==> src/rtl/aurora_link_supervisor.sv <==
// rtl/aurora_link_supervisor.sv - Aurora reset sequencer and link-up supervisor.
// Optional retry limit / FAULT state: define AURORA_RETRY_LIMIT_EN.
module aurora_link_supervisor #(
  parameter int PmaInitCycles      = 75_000_000,
  parameter int ResetPbHoldCycles  = 25_000_000,
  parameter int UpTimeoutCycles    = 100_000_000,
  parameter int LossDebounceCycles = 1024,
  parameter int MaxRetries         = 8
) (
  input  logic                            clk,
  input  logic                            rst_n,
  input  logic                            gt_pll_lock,
  input  logic                            channel_up,
  input  logic                            lane_up,
  input  logic                            force_reset,
  output logic                            pma_init,
  output logic                            reset_pb,
  output logic                            link_ok,
  output logic                            fault,
  output logic [$clog2(MaxRetries+1)-1:0] retry_cnt,
  output logic [7:0]                      drop_cnt
);

  function automatic int max2(input int a, input int b);
    return (a > b) ? a : b;
  endfunction

  localparam int CntMax  = max2(max2(PmaInitCycles, ResetPbHoldCycles), UpTimeoutCycles);
  localparam int CntW    = $clog2(CntMax + 1);
  localparam int LossW   = $clog2(LossDebounceCycles + 1);
  localparam int RetryW  = $clog2(MaxRetries + 1);

  typedef enum logic [2:0] {
    ST_RESET   = 3'd0,
    ST_PB_HOLD = 3'd1,
    ST_WAIT_UP = 3'd2,
    ST_UP      = 3'd3,
    ST_RETRY   = 3'd4,
    ST_FAULT   = 3'd5
  } state_t;

  state_t            state, next_state;
  logic [CntW-1:0]   cnt, load_val;
  logic              load, cnt_expired;
  logic [LossW-1:0]  loss_cnt;
  logic [2:0]        sync1, sync2;
  logic              stable;
  logic              pma_init_d, reset_pb_d, link_ok_d, fault_d;

  // Two-flop synchronizers for the asynchronous core status bits.
  always_ff @(posedge clk or negedge rst_n) begin
    if (!rst_n) begin
      sync1 <= 3'b000;
      sync2 <= 3'b000;
    end else begin
      sync1 <= {gt_pll_lock, channel_up, lane_up};
      sync2 <= sync1;
    end
  end

  assign stable      = &sync2;
  assign cnt_expired = (cnt <= CntW'(1));

  always_ff @(posedge clk or negedge rst_n) begin
    if (!rst_n) state <= ST_RESET;
    else        state <= next_state;
  end

  always_comb begin
    next_state = state;
    case (state)
      ST_RESET:   if (!force_reset && cnt_expired) next_state = ST_PB_HOLD;
      ST_PB_HOLD: begin
        if (force_reset)      next_state = ST_RESET;
        else if (cnt_expired) next_state = ST_WAIT_UP;
      end
      ST_WAIT_UP: begin
        if (force_reset)      next_state = ST_RESET;
        else if (stable)      next_state = ST_UP;
        else if (cnt_expired) next_state = ST_RETRY;
      end
      ST_UP: begin
        if (force_reset) next_state = ST_RESET;
        else if (!stable && loss_cnt == LossW'(LossDebounceCycles - 1)) next_state = ST_RETRY;
      end
      ST_RETRY: begin
`ifdef AURORA_RETRY_LIMIT_EN
        if (retry_cnt == RetryW'(MaxRetries)) next_state = ST_FAULT;
        else                                  next_state = ST_RESET;
`else
        next_state = ST_RESET;
`endif
      end
      ST_FAULT:   next_state = ST_FAULT;
      default:    next_state = ST_RESET;
    endcase
  end

  always_comb begin
    pma_init_d = 1'b0;
    reset_pb_d = 1'b0;
    link_ok_d  = 1'b0;
    fault_d    = 1'b0;
    case (next_state)
      ST_RESET:   begin pma_init_d = 1'b1; reset_pb_d = 1'b1; end
      ST_PB_HOLD: reset_pb_d = 1'b1;
      ST_UP:      link_ok_d = 1'b1;
      ST_FAULT: begin
        pma_init_d = 1'b1;
        reset_pb_d = 1'b1;
`ifdef AURORA_RETRY_LIMIT_EN
        fault_d    = 1'b1;
`endif
      end
      default: ;
    endcase
  end

  always_ff @(posedge clk or negedge rst_n) begin
    if (!rst_n) begin
      pma_init <= 1'b1;
      reset_pb <= 1'b1;
      link_ok  <= 1'b0;
      fault    <= 1'b0;
    end else begin
      pma_init <= pma_init_d;
      reset_pb <= reset_pb_d;
      link_ok  <= link_ok_d;
      fault    <= fault_d;
    end
  end

  // Shared interval counter: reloaded on each state entry and on force_reset in RESET.
  assign load = (next_state != state) || (state == ST_RESET && force_reset);

  always_comb begin
    load_val = '0;
    case (next_state)
      ST_RESET:   load_val = CntW'(PmaInitCycles);
      ST_PB_HOLD: load_val = CntW'(ResetPbHoldCycles);
      ST_WAIT_UP: load_val = CntW'(UpTimeoutCycles);
      default:    load_val = '0;
    endcase
  end

  always_ff @(posedge clk or negedge rst_n) begin
    if (!rst_n)            cnt <= CntW'(PmaInitCycles);
    else if (load)         cnt <= load_val;
    else if (cnt != '0)    cnt <= cnt - 1'b1;
  end

  always_ff @(posedge clk or negedge rst_n) begin
    if (!rst_n) begin
      loss_cnt  <= '0;
      retry_cnt <= '0;
      drop_cnt  <= 8'd0;
    end else begin
      if (state == ST_UP && next_state == ST_UP && !stable) loss_cnt <= loss_cnt + 1'b1;
      else                                                   loss_cnt <= '0;

      if (state != ST_UP && next_state == ST_UP)
        retry_cnt <= '0;
      else if (state != ST_RETRY && next_state == ST_RETRY && retry_cnt != {RetryW{1'b1}})
        retry_cnt <= retry_cnt + 1'b1;

      if (state == ST_UP && next_state == ST_RETRY && drop_cnt != 8'hFF)
        drop_cnt <= drop_cnt + 1'b1;
    end
  end

endmodule

==> config.mk <==
export PLATFORM = sky130hd
export DESIGN_NAME = aurora_link_supervisor
export DESIGN_NICKNAME = d
export VERILOG_FILES = /design/src/rtl/aurora_link_supervisor.sv
export SDC_FILE = /design/constraint.sdc
export NUM_CORES = 1
export LEC_CHECK = 0
export CAP_MARGIN = 25
export CORE_ASPECT_RATIO = 0.75
export CORE_MARGIN = 2
export CORE_UTILIZATION = 50
export DETAILED_ROUTE_END_ITERATION = 6
export PLACE_DENSITY = 0.69
export SLEW_MARGIN = 0
export SYNTH_ARGS = -nofsm -noshare
export SYNTH_HDL_FRONTEND = slang
export SYNTH_SLANG_ARGS = --single-unit
==> constraint.sdc <==
create_clock -name clk -period 6.4 [get_ports clk]
set_clock_uncertainty 0.15 [all_clocks]
set_input_delay 1.28 -clock clk [delete_from_list [all_inputs] [get_ports clk]]
set_output_delay 1.28 -clock clk [all_outputs]
set_load 0.02 [all_outputs]
Yosys cells after proc, flatten, opt, wreduce, memory -nomap -nowiden:

Cells that the tools add are included.

* register bits after elaboration: 62
* latch bits: 0
* bits in writable memories: 0
* bits in read-only memories: 0
* input bits: 6
* output and inout bits: 16
* logic and storage cells: 69
* memories kept: 0

* add/sub/neg operators: 4
* $mul: 0
* div/mod/pow operators: 0
* magnitude comparators: 1
* equality and inequality tests: 15
* shift operators: 0
* muxes and demuxes: 18
* bitwise operators: 0
* reductions and logical operators: 21

Operators with widths (count)
* $pmux W27 S3: 1
* $mux W27: 2
* $le A27 B1 Y1 const B: 1
* $reduce_bool A27 Y1: 1
* $sub A27 B1 Y27 const B: 1
* $mux W3: 8
* $pmux W3 S5: 1
* $eq A3 B2 Y1 const B: 4
* $add A11 B1 Y11 const B: 1
* $eq A11 B10 Y1 const B: 1
* $mux W11: 1
* $logic_and A1 B1 Y1: 10
* $eq A3 B3 Y1 const B: 3
* $add A8 B1 Y8 const B: 1
* $mux W4: 2
* $ne A8 B8 Y1 const B: 1
* $eq A3 B1 Y1 const B: 2
* $logic_not A3 Y1: 2
* $add A4 B1 Y4 const B: 1
* $ne A4 B4 Y1 const B: 1
* $reduce_bool A2 Y1: 2
* $mux W1: 3
* $ne A3 B2 Y1 const B: 1
* $ne A3 B3 Y1: 1
* 6 further kinds: 7

Logic depth before layout (Yosys ltp):

* depth after elaboration: 11
* mapped depth: 9
* gate-level depth less buffers: 8

Least setup slack after synthesis:

OpenSTA, ideal clock, no wires.

* kind: input-to-reg
* start point: input port force_reset
* end point: register drop_cnt[1]
* library setup time: 125 ps
* arrival time: 2597 ps
* data required time: 6125 ps
* setup slack: 3528 ps
* stages on the path: 5
* path buffers: 0
* cells stage by stage: nor2_1 > nand3_1 > nor4_4 > o221ai_4 > mux2_2

* longest elaborated chain between the ends: 7
* elaborated cells on any way between the ends: 10
* those cells by class: eq/ne: 1; mux: 5; reduce/logical: 4

Ends and longest elaborated chain
* start, declared: RTL line 15 `input logic force_reset,`
* $logic_not A1 Y1: RTL line 72 `ST_RESET: if (!force_reset && cnt_expired) next_state = ST_PB_HOLD;`
* $logic_and A1 B1 Y1: RTL line 72
* $mux W3: RTL line 72
* $pmux W3 S5 (*): RTL line 71 `case (state)`
* $eq A3 B3 Y1 (*): RTL line 166 `if (state == ST_UP && next_state == ST_RETRY && drop_cnt != 8'hFF)`
* $logic_and A1 B1 Y1 (*) (2 in a row): RTL line 166
* end signal, assigned: RTL line 167 `drop_cnt <= drop_cnt + 1'b1;`
* end, declared: RTL line 21 `output logic [7:0] drop_cnt`

Every way passes the cells marked *; elsewhere a longest branch is shown, timed or not.
A chain may end at the register's enable or synchronous reset.

Worst setup path after layout:

* start point: input port force_reset
* end point: register cnt[22]

* longest elaborated chain between the ends: 7
* elaborated cells on any way between the ends: 16
* those cells by class: eq/ne: 3; mux: 7; reduce/logical: 6

Ends and longest elaborated chain
* $logic_not A1 Y1: RTL line 72
* $logic_and A1 B1 Y1: RTL line 72
* $mux W3: RTL line 72
* $pmux W3 S5: RTL line 71
* $eq A3 B2 Y1 (tied with other cells): RTL line 138 `case (next_state)`
* $pmux W27 S3 / $logic_or A1 B1 Y1 (equally long branches): RTL line 138, 134
* $mux W27 / $reduce_bool A2 Y1 (equally long branches)
* end signal, assigned: RTL line 147 `if (!rst_n) cnt <= CntW'(PmaInitCycles);`
* end signal, assigned: RTL line 148 `else if (load) cnt <= load_val;`
* end signal, assigned: RTL line 149 `else if (cnt != '0) cnt <= cnt - 1'b1;`
* end, declared: RTL line 43 `logic [CntW-1:0] cnt, load_val;`

Parallel ways exist; a longest one is shown, timed or not.

==> flow_summary.yaml <==
outcome:
  outcome: "complete, no violations"
synthesis:
  yosys.area_share.xor_xnor: 0.1136
  synth_compound_area_frac: 0.09618
  synth_fa_ha_area_frac: 0.02317
  yosys_warnings: 0
  synthSimpleGateAreaFrac: 0.2499
  syn_inst: 324
  synth_nets: 336
  synth.ff_latch_count: 62
  yosysSeqAreaShare: 0.4836
  avgSynthCellArea_sq_um: 9.998
  synth_mux_area_frac: 0.006566
  synth_ff_type: "dfrtp_1"
  netlist_area_sq_mm: 0.003239
  synth_top_family_by_area: "simple AND/OR/NAND/NOR gates"
  synthDistinctLibCells: 54
  synth_edf_count: 0
  synthArstFlopShare: 1.000
sta:
  hold_viol_final: 0
  finalSetupTns_ns: 0
  period_needed_ns: 3.709
  tightest_slew_ns: 0.9160
  slew_headroom: 0.3837
  finalCritPeriodShare: 0.5795
  fin_ws_ns: 2.691
  grt_setup_unrepaired: "false"
  slew_viol_final: 0
  setup_viol: 0
  fmax_mhz: 269.6
floorplanning:
  ios: 22
  rows: 25
  die_x_microns: 96.94
  core_region_area_sq_mm: 0.006287
  die_y_microns: 73.71
  start_util: 0.5152
  dieArea_sq_mm: 0.007145
worst_hold_path:
  worstHoldEndpoint: "sync2[0]$_DFF_PN0_"
  holdPathStages: 0
  hp-class: "reg2reg"
  min_from: "sync1[0]$_DFF_PN0_"
critical_path:
  critPathMaxFanout: 12
  criticalPathCategory: "in2reg"
  worstPathRequired_ns: 6.50
  rrSetupSlack_ns: 3.37
  cp-end-kind: "flip-flop"
  start_kind: "input port"
  r2r.worst_path.cells: 5
  r2r_start: "cnt[2]$_DFFE_PN0P_"
  worstPathArrival_ns: 3.81
  r2r_end: "cnt[15]$_DFFE_PN0P_"
placement:
  io_buffers: 20
  gp_congestion: 0.8619
  hpwl_mm: 4.577
  dp_slack_ns: 2.417
layout:
  n_antenna_cell: 0
  regArea_sq_mm: 0.001567
  multi_input_area_sq_mm: 0.001589
  num-fill-cells: 537
  layout_common_cells: "dfrtp_1, nor2_1, xnor2_1"
  finish.net_count: 358
  layout_commonest_cell: "dfrtp_1"
  drive_gt1_frac: 0.1225
  area_growth_syn_to_layout_pct: 14.14
grt:
  grt_use_total: 0.1980
  grt-ovfl-total: 0
  grt_pass1_vias: 2202
  antenna_found_initial: 0
  grt_first_pass_wirelength_mm: 11.12
  grt_max_degree: 63
clock_tree:
  worstSkewPairLatency_ns: 0.34
  cts_tree: "yes"
  numCtsBuffers: 9
  path_clk_slew_ns: 0.07
  clockRootBuffer: "clkbuf_8"
  clockBufferDepth: 2
  cts_sinks: 62
  postCtsSetupBuffers: 0
  postCtsResizedCells: 0
  cts_hold_buf: 0
  h-tree-depth: 3
detailed_routing:
  first_pass_iters: 4
  remaining_drc_errors: 0
  ant_nets: 0
  dr_total_vias: 2345
  avgViaCountPerCell: 5.428
  avgRoutedWirePerCell_microns: 15.17
  routed_wl_mm: 6.553
  first_iter_violations: 206
pwr:
  p_per_area_mw_per_mm2: 232.8
  leakage_nw: 1.504
  ir_worst_vdd_v: 0.0001345
job:
  maxCapViolations: 0
final cells by class:
type                       count  share of cell area
sequential                    62              0.4237
multi-input combinational    242              0.4298
clock inverter                 5             0.01591
clock buffer                  11             0.03824
inverter                      10             0.01015
tap                           81             0.02741
timing repair buffer          21             0.05482
cells by family (layout without fill, tap and decap cells):
group,count (synthesis),after routing
other,1,1
XOR/XNOR,42,42
multiplexers,2,2
adder cells (fa/ha/maj),6,6
AO/OA/AOI/OAI,44,44
flip-flops,62,62
buffers and inverters,20,47
AND/OR/NAND/NOR,147,147
cells in the mapped netlist (all sizes together), types with 4 or more instances:
cell / instances / share of area
dfrtp: 50 / 0.39
nor2: 43 / 0.050
xnor2: 25 / 0.068
nand3: 20 / 0.031
nand2: 17 / 0.020
nor3: 17 / 0.032
xor2: 17 / 0.046
nor4: 15 / 0.040
dfstp: 12 / 0.097
o21ai: 11 / 0.018
inv: 10 / 0.012
a21oi: 8 / 0.012
ha: 6 / 0.023
nand4: 6 / 0.012
or3: 6 / 0.013
a32oi: 5 / 0.014
buf: 5 / 0.0085
clkbuf: 5 / 0.0058
or4: 5 / 0.013
and3: 4 / 0.0077
sequential cells by signal (all words and copies together), names as in the netlist:
register / count
cnt: 27
state: 3
loss_cnt: 11
sync1: 3
pma_init: 1
link_ok: 1
drop_cnt: 8
reset_pb: 1
sync2: 3
retry_cnt: 4
report_power, final:
part | internal [mW] | switching (mW) | total (mW)
Combinational | 0.0350 | 0.0519 | 0.0869
Clock | 0.190 | 0.153 | 0.344
Sequential | 0.412 | 0.0185 | 0.430
stage by stage:
step / instance area (sq um) / hold WS [ns] / power (mW) / util / cells
CTS: 3697 / 0.2023 / 0.8721 / 0.5881 / 432
floorplan: 3239 / 0.1812 / 0.4953 / - / 324
global placement: 3497 / 0.1849 / 0.5208 / 0.5562 / 416
global route: 3697 / 0.2059 / 0.9017 / 0.5881 / 432
detailed placement: 3497 / 0.1855 / 0.5232 / 0.5562 / 416
finish: 3697 / 0.2008 / 0.8608 / 0.5881 / 432
metal layers:
layer,global-route usage,part of all wire,vias to the layer above
met2,0.2662,0.41,43
met4,0.06729,0.014,0
met1,0.3076,0.54,1095
li1,-,-,1200
met3,0.04853,0.035,7
met5,0,0,-
worst max-delay path, stage by stage:
cell and delay [ns]:
clkdlybuf4s50_1 0.46, nor2_1 0.42, a31oi_1 0.17, o22ai_1 0.64, nand3_1 0.52, o21ai_0 0.31
worst max path at each step:
stage,startpoint,end,slack (ns),cells past startpoint
after detailed placement,force_reset,cnt[22]$_DFFE_PN1P_,2.42,6
after global routing,force_reset,cnt[13]$_DFFE_PN1P_,2.47,6
after CTS,force_reset,cnt[22]$_DFFE_PN1P_,2.78,6
final,force_reset,cnt[22]$_DFFE_PN1P_,2.69,6
after global placement,force_reset,cnt[22]$_DFFE_PN1P_,2.52,6
after floorplan,force_reset,drop_cnt[1]$_DFFE_PN0P_,3.53,5
Power figures use the tool's default switching activity.
